File: src/rtl/csa_accum.sv
// Multi-beat carry-save accumulator: three-operand beats are folded into a redundant
// sum/carry pair, then resolved through one registered carry-propagate stage on the last beat.
module csa_accum #(
  parameter int W     = 8,
  parameter int GUARD = 4
) (
  input  logic                 clk,
  input  logic                 rst,
  input  logic                 in_valid,
  output logic                 in_ready,
  input  logic [W-1:0]         in_a,
  input  logic [W-1:0]         in_b,
  input  logic [W-1:0]         in_c,
  input  logic                 in_last,
  output logic                 out_valid,
  input  logic                 out_ready,
  output logic [W+GUARD-1:0]   out_sum,
  output logic                 out_ovf
);

  localparam int ACC_W = W + GUARD;

  // state   | meaning
  // ACCUM   | accepting beats, in_ready high
  // RESOLVE | one-cycle carry-propagate of S + C into out_sum
  // HOLD    | result presented, waiting for out_ready
  typedef enum logic [1:0] {ACCUM, RESOLVE, HOLD} state_t;

  state_t             state;
  logic [ACC_W-1:0]   s_acc, c_acc;
  logic               first, ovf_st;

  logic [ACC_W-1:0]   s_in, c_in, ax, bx, cx;
  logic [ACC_W-1:0]   s1, k1, c1, s2, k2, c2, s3, k3, c3;
  logic               drop, ovf_next;
  logic [ACC_W:0]     sum_full;

  always_comb begin
    s_in = first ? '0 : s_acc;
    c_in = first ? '0 : c_acc;
    ax   = {{GUARD{1'b0}}, in_a};
    bx   = {{GUARD{1'b0}}, in_b};
    cx   = {{GUARD{1'b0}}, in_c};

    s1 = s_in ^ c_in ^ ax;
    k1 = (s_in & c_in) | (s_in & ax) | (c_in & ax);
    c1 = {k1[ACC_W-2:0], 1'b0};

    s2 = s1 ^ c1 ^ bx;
    k2 = (s1 & c1) | (s1 & bx) | (c1 & bx);
    c2 = {k2[ACC_W-2:0], 1'b0};

    s3 = s2 ^ c2 ^ cx;
    k3 = (s2 & c2) | (s2 & cx) | (c2 & cx);
    c3 = {k3[ACC_W-2:0], 1'b0};

    // A dropped carry is worth 2^ACC_W; all terms are non-negative, so overflow is certain.
    drop     = k1[ACC_W-1] | k2[ACC_W-1] | k3[ACC_W-1];
    ovf_next = (first ? 1'b0 : ovf_st) | drop;

    sum_full = {1'b0, s_acc} + {1'b0, c_acc};
  end

  always_ff @(posedge clk or negedge rst) begin
    if (!rst) begin
      state   <= ACCUM;
      s_acc   <= '0;
      c_acc   <= '0;
      first   <= 1'b1;
      ovf_st  <= 1'b0;
      out_sum <= '0;
      out_ovf <= 1'b0;
    end else begin
      case (state)
        ACCUM: begin
          if (in_valid) begin
            s_acc  <= s3;
            c_acc  <= c3;
            ovf_st <= ovf_next;
            first  <= 1'b0;
            if (in_last) state <= RESOLVE;
          end
        end
        RESOLVE: begin
          out_sum <= sum_full[ACC_W-1:0];
          out_ovf <= ovf_st | sum_full[ACC_W];
          state   <= HOLD;
        end
        HOLD: begin
          if (out_ready) begin
            state  <= ACCUM;
            first  <= 1'b1;
            s_acc  <= '0;
            c_acc  <= '0;
            ovf_st <= 1'b0;
          end
        end
        default: state <= ACCUM;
      endcase
    end
  end

  assign in_ready  = (state == ACCUM);
  assign out_valid = (state == HOLD);

endmodule

File: config.mk
export PLATFORM = sky130hd
export DESIGN_NAME = csa_accum
export DESIGN_NICKNAME = d
export VERILOG_FILES = /design/src/rtl/csa_accum.sv
export SDC_FILE = /design/constraint.sdc
export NUM_CORES = 1
export LEC_CHECK = 0
export CAP_MARGIN = 30
export CORE_AREA = 3 3 85 87
export CTS_BUF_LIST = sky130_fd_sc_hd__clkbuf_16
export CTS_CLUSTER_DIAMETER = 200
export CTS_CLUSTER_SIZE = 16
export DETAILED_ROUTE_END_ITERATION = 12
export DIE_AREA = 0 0 88 90
export PLACE_DENSITY = 0.79
export SLEW_MARGIN = 40
export SYNTH_ARGS = -nofsm -noshare
export SYNTH_HDL_FRONTEND = slang
export SYNTH_SLANG_ARGS = --single-unit
File: constraint.sdc
create_clock -name clk -period 2.4 [get_ports clk]
set_input_delay 0.48 -clock clk [delete_from_list [all_inputs] [get_ports clk]]
set_output_delay 0.48 -clock clk [all_outputs]
set_load 0.02 [all_outputs]
==> flow_summary_export.csv, run 1 <==
group,metric,value,unit
floorplan,num_rows,29,
finish,nFillCells,550,
power,seqPwrFrac,27.0,%
global_routing,grt_pass1_wl,10620,µm
route,vias_per_cell,5.207,
sta,worst_pin_slew,0.4431,ns
yosys,synthCells,284,
sta,grt_setup_unrepaired,"yes",
critical_path,crit_chain,"buf_6 -> nor2b_2 -> fa_1 -> fa_1 -> fa_1 -> nand3_1 -> nand2_1",
finish,nNetsFinal,408,
yosys,ys.flop_type,"dfrtp_1",
yosys,synthArstFlopShare,100.0,%
route,wire_per_inst,15.15,µm
critical_path,r2r-end,"s_acc[5]$_DFFE_PN0P_",
critical_path,endpoint_kind,"flop",
critical_path,setup.worst_path.class,"reg2reg",
place,gp_congestion,0.9010,
finish,final_area,0.003493,mm²
global_routing,antenna_found_initial,0,
global_routing,grt_usage,16.99,%
yosys,yosys-top-cells-area,"dfrtp_1 (35%), fa_1 (17%), ha_1 (11%), nand2_1 (9.7%), nor2b_1 (5.7%)",
critical_path,regToRegSetupSlack,-0.09,ns
hold_path,hp-class,"in2async",
floorplan,die_y,90,µm
power,total_power,4212,µW
power,peakVddDrop,0.4776,mV
place,io_buffers,43,
yosys,synth-xor-area-share,1.903,%
place,hpwlAfterDp,4657,µm
sta,fmax,0.4024,GHz
floorplan,dieArea,0.007920,mm²
critical_path,reg2reg_from,"first$_DFFE_PN1P_",
power,power_switching,1750,µW
cts,cts.sinks,40,
critical_path,arrival,2.66,ns
yosys,synth.top_cell.area_share,35.34,%
yosys,synthTopCellsByCount,"nand2_1 (71), dfrtp_1 (39), nand3_1 (25), nor2b_1 (25), ha_1 (24)",
sta,fin_crit_sh,103.5,%
route,num_vias,2135,
finish,syn_to_final_growth,26.51,%
route,drc,0,
route,drt_iter0_markers,96,
critical_path,cp_slowest_cell,"dfstp_2",
floorplan,core_area,0.006422,mm²
yosys,yosys.area_share.simple,22.84,%
power,p_int,2462,µW
critical_path,reg2regPathDepth,7,
yosys,syn_nets,360,
yosys,ys_types,33,
sta,slew_viol_final,0,
sta,min_period,2.485,ns
yosys,synth.area.mux_share,1.087,%
yosys,avgSynthCellArea,9.723,µm²
job,cap_violations,0,
yosys,syn_area,0.002761,mm²
sta,finalClockSkew,0.002899,ns
route,dr.pass1.iters,4,
route,wl,6210,µm
yosys,yosysMostFrequentCell,"nand2_1",
global_routing,grt_pass1_vias,2242,
yosys,synth_adder_area_share,27.55,%
critical_path,worst_setup_path_start_kind,"flop",
cts,htreeDepth,2,
critical_path,worstPathRequired,2.57,ns
route,drt.antenna.violating_nets,0,
yosys,synth-edff-count,0,
finish,antenna_cells,0,
run_status,status,"finished with violations",
yosys,synth-seq-cells,40,
sta,slew_headroom,70.46,%
yosys,synth_compound_area_share,7.839,%
cts,ctsHoldBuffers,0,
power,p_comb_share,57.8,%
critical_path,crit_top_cell,"fa_1",
sta,finalSetupViolCount,9,
finish,drive_above_1_share,8.709,%
critical_path,worst-path-max-fanout,5,
critical_path,max_stage_delay,0.58,ns
global_routing,overflow,0,
cts,cts_tree,"done",
cts,insertion_delay,0.28,ns
power,leakage,0.001725,µW
floorplan,die_x,88,µm
run_status,violations,"setup timing",
yosys,synth_top_family_by_area,"adder cells",
sta,layout_setup_ws,-0.08501,ns
place,dpl-instance-area,0.003293,mm²
power,power_density,1206,mW/mm²
yosys,yosys_warnings,0,
cts,clockBufferDepth,2,
cts,cts.clk_slew.worst_paths,0.06,ns
cts,cts-root-buf,"clkbuf_16",
power,clkPwrFrac,15.3,%
sta,hold_violations,0,
floorplan,start_util,43.00,%
yosys,yosysSeqAreaShare,36.29,%
global_routing,grt_max_degree,25,
floorplan,ios,44,
power,swShare,41.55,%
yosys,yosysTopAreaCell,"dfrtp_1",
cts,cts_buffers,5,
metal layers:
layer / GRT usage, % / vias up / share of wire, %
li1: - / 1043 / -
met2: 27.95 / 31 / 52
met5: 0 / - / 0
met3: 3.931 / 7 / 3.4
met1: 22.00 / 1054 / 43
met4: 5.115 / 0 / 1.3
critical path, delay by kind of cell (launching register included):
family,cells,cell delay (ns)
buffers and inverters,1,0.16
and+or+nand+nor,3,0.18
adders and majority gates,3,1.44
DFF,1,0.58
state kept, by name, indices dropped and copies added (netlist names):
| name | cells |
|---|---|
| c_acc | 11 |
| first | 1 |
| out_ovf | 1 |
| out_sum | 12 |
| ovf_st | 1 |
| s_acc | 12 |
| state | 2 |
power by group through the flow:
stage / Clock (µW) / Sequential, µW / Combinational, µW
floorplan: 0 / 1210 / 1610
global placement: 0 / 1130 / 2340
detailed placement: 0 / 1140 / 2430
CTS: 655 / 1140 / 2440
global route: 687 / 1170 / 2810
finish: 643 / 1140 / 2430
layout by cell type (no fill, tap or decap), types with 3 or more instances in the layout:
master            n
a21oi_1           8
mux2i_1           3
fa_1             22
inv_1             3
buf_4             8
clkbuf_16         5
o21ai_0           5
o21ai_1           6
nand2_1          71
xnor2_1           3
nor2b_1          20
and3_1            3
xor2_1            3
buf_6             3
nand3_1          25
clkdlybuf4s50_1  42
nor2_1           11
ha_1             24
nor2b_4           4
dfrtp_1          39
timing repair:
item / in CTS / in global routing
pin swaps: 22 / 8
buffers inserted: 0 / 1
setup endpoints to repair: 11 / 14
resized for setup: 8 / 6
cloned: 1 / 0
kinds of logic after synthesis:
family | Yosys count
XOR/XNOR | 6
AND/OR/NAND/NOR | 139
AO/OA/AOI/OAI | 33
flip-flops | 40
buffers and inverters | 16
adder cells (fa/ha/maj) | 47
multiplexers | 3
per-stage QoR:
stage	hold WS [ns]	util [%]	instances	setup TNS, ns	setup slack, ns
final	0.1371	54.39	410	-0.3852	-0.08501
after global routing	0.1629	54.39	410	-1.475	-0.1695
after CTS	0.1555	53.93	409	-0.3394	-0.06027
after detailed placement	0.4488	51.28	400	-3.223	-0.2962
after global placement	0.4415	51.28	400	-2.878	-0.2539
after floorplan	0.1844	-	284	-0.2710	-0.04744
worst max path at each step:
stage | startpoint | to | slack (ns)
global placement | in_a[6] | s_acc[6]$_DFFE_PN0P_ | -0.25
finish | first$_DFFE_PN1P_ | s_acc[5]$_DFFE_PN0P_ | -0.09
detailed placement | in_a[5] | s_acc[5]$_DFFE_PN0P_ | -0.30
CTS | first$_DFFE_PN1P_ | s_acc[5]$_DFFE_PN0P_ | -0.06
global route | first$_DFFE_PN1P_ | s_acc[3]$_DFFE_PN0P_ | -0.17
floorplan | first$_DFFE_PN1P_ | s_acc[5]$_DFFE_PN0P_ | -0.05
area by class of cell:
class | count | area [µm²] | area share [%]
clock buffers | 5 | 125.1 | 3.582
clock inverters | 3 | 13.76 | 0.3940
repair buffers | 54 | 519.2 | 14.86
well taps | 77 | 96.34 | 2.758
flip-flops and latches | 40 | 1002 | 28.69
multi-input cells | 228 | 1725 | 49.39
inverters | 3 | 11.26 | 0.3223
(Power assumes the default switching activity.)
==> run 2, diff against run 1 <==
--- a/config.mk
+++ b/config.mk
@@ -6,13 +6,14 @@
 export NUM_CORES = 1
 export LEC_CHECK = 0
 export CAP_MARGIN = 30
-export CORE_AREA = 3 3 85 87
+export CORE_AREA = 2 2 84 86
 export CTS_BUF_LIST = sky130_fd_sc_hd__clkbuf_16
 export CTS_CLUSTER_DIAMETER = 200
 export CTS_CLUSTER_SIZE = 16
 export DETAILED_ROUTE_END_ITERATION = 12
-export DIE_AREA = 0 0 88 90
+export DIE_AREA = 0 0 86 88
 export PLACE_DENSITY = 0.79
+export SETUP_SLACK_MARGIN = 0.2
 export SLEW_MARGIN = 40
 export SYNTH_ARGS = -nofsm -noshare
 export SYNTH_HDL_FRONTEND = slang
==> flow_summary_export.csv, run 2 (synthesized netlist as in run 1, its figures left out) <==
group,metric,value,unit
sta,finalClockSkew,0.004245,ns
job,cap_violations,0,
cts,ctsHoldBuffers,0,
cts,htreeDepth,2,
cts,clockBufferDepth,2,
critical_path,reg2reg_from,"first$_DFFE_PN1P_",
cts,cts_tree,"done",
power,total_power,4370,µW
global_routing,grt_max_degree,41,
route,vias_per_cell,5.295,
route,num_vias,2208,
finish,antenna_cells,0,
cts,cts.clk_slew.worst_paths,0.06,ns
place,io_buffers,43,
critical_path,worstPathRequired,2.62,ns
critical_path,r2r-end,"s_acc[5]$_DFFE_PN0P_",
critical_path,arrival,2.70,ns
global_routing,met1_usage,20.58,%
finish,biggestRegsByFlops,"out_sum (12), s_acc (12), c_acc (11)",
global_routing,overflow,0,
place,gp_congestion,0.9024,
power,power_density,1206,mW/mm²
floorplan,die_y,88,µm
place,hpwlAfterDp,4466,µm
route,wire_per_inst,14.91,µm
global_routing,grt_pass1_vias,2292,
floorplan,start_util,41.56,%
cts,cts_buffers,5,
sta,grt_setup_unrepaired,"yes",
global_routing,met2_usage,31.71,%
hold_path,hp-class,"in2async",
finish,mostFrequentLayoutCell,"nand2_1",
run_status,violations,"setup timing",
route,dr.pass1.iters,4,
floorplan,die_x,86,µm
finish,syn_to_final_growth,31.22,%
sta,hold_violations,0,
sta,min_period,2.482,ns
route,wl,6219,µm
finish,nNetsFinal,412,
power,peakVddDrop,0.3670,mV
finish,final_cell_mix,"nand2_1 (71), clkdlybuf4s50_1 (42), dfrtp_1 (39)",
critical_path,worst-path-max-fanout,8,
place,dp_slack,-0.2820,ns
sta,worst_pin_slew,0.5320,ns
global_routing,grt_usage,17.58,%
floorplan,num_rows,30,
global_routing,gr-max-usage-layer,"met2",
critical_path,setup.worst_path.class,"reg2reg",
floorplan,core_area,0.006644,mm²
route,drt_iter0_markers,70,
sta,fmax,0.4029,GHz
global_routing,grt_pass1_wl,10400,µm
critical_path,worst_setup_path_start_kind,"flop",
floorplan,ios,44,
route,drc,0,
place,dpl-instance-area,0.003292,mm²
global_routing,antenna_found_initial,0,
finish,final_area,0.003623,mm²
sta,slew_headroom,64.53,%
route,drt.antenna.violating_nets,0,
finish,drive_above_1_share,12.76,%
sta,layout_setup_ws,-0.08172,ns
run_status,status,"finished with violations",
sta,finalSetupViolCount,8,
sta,fin_crit_sh,103.4,%
sta,slew_viol_final,0,
critical_path,regToRegSetupSlack,-0.08,ns
power,leakage,0.001734,µW
sta,whs,0.1753,ns
global_routing,use_met3,2.828,%
cts,cts-root-buf,"clkbuf_16",
critical_path,endpoint_kind,"flop",
cts,cts.sinks,40,
critical_path,reg2regPathDepth,8,
floorplan,dieArea,0.007568,mm²
cts,insertion_delay,0.28,ns
finish,final_core_util,54.54,%
## run 2: cell types whose count changed in the layout (fill, tap and decap cells not counted), sizes merged
cell      delta
clkinvlp     +1
buf          +4
inv          +1
clkinv       -2
## run 2: power breakdown
group	total [µW]	internal (µW)	switching, µW
Combinational	2590	1230	1360
Clock	645	378	267
Sequential	1140	941	198
Total	4370	2550	1820
## run 2: through the flow
| step | instances | setup TNS, ns |
|---|---|---|
| detailed placement | 402 | -3.253 |
| global route | 417 | -1.543 |
| CTS | 411 | -0.3348 |
| global placement | 402 | -2.869 |
| finish | 417 | -0.4882 |
| floorplan | 284 | -0.2710 |
## run 2: layout make-up
type,count,area (µm²)
fillers,544,3020
flip-flops and latches,40,1002
well taps,80,100.1
repair buffers,58,570.5
clock inverters,3,15.01
inverters,3,11.26
clock buffers,5,125.1
multi-input cells,228,1799
## run 2: per-layer routing
layer	up-vias	routed length, µm
met5	-	0
met4	0	159
met3	14	244
met2	46	3234
met1	1100	2581
li1	1048	-
## run 2: worst max path at each step
stage                 startpoint              endpoint  slack, ns  depth (start not counted)
2_1_floorplan  first$_DFFE_PN1P_  s_acc[5]$_DFFE_PN0P_      -0.05                          7
3_3_place_gp             in_a[7]  s_acc[7]$_DFFE_PN0P_      -0.26                          6
3_5_place_dp             in_a[7]  s_acc[7]$_DFFE_PN0P_      -0.28                          6
4_1_cts        first$_DFFE_PN1P_  s_acc[7]$_DFFE_PN0P_      -0.05                          7
5_1_grt        first$_DFFE_PN1P_  s_acc[4]$_DFFE_PN0P_      -0.17                          7
6_report       first$_DFFE_PN1P_  s_acc[5]$_DFFE_PN0P_      -0.08                          8
## run 2: worst max-delay path, cell delays in order (launching register included)
cell	delay [ns]
dfstp_2	0.57
buf_6	0.14
buf_4	0.11
nor2b_1	0.05
fa_1	0.50
fa_1	0.42
fa_1	0.49
nand3_1	0.06
nand2_1	0.07
## run 2: repair_timing
| item | 4_1_cts | 5_1_grt |
|---|---|---|
| pin swaps | 13 | 20 |
| gates resized for setup | 4 | 28 |
| endpoints found under the hold margin | 0 | 0 |
| gates cloned | 0 | 0 |
| setup buffers | 1 | 6 |
| setup endpoints to repair | 15 | 18 |
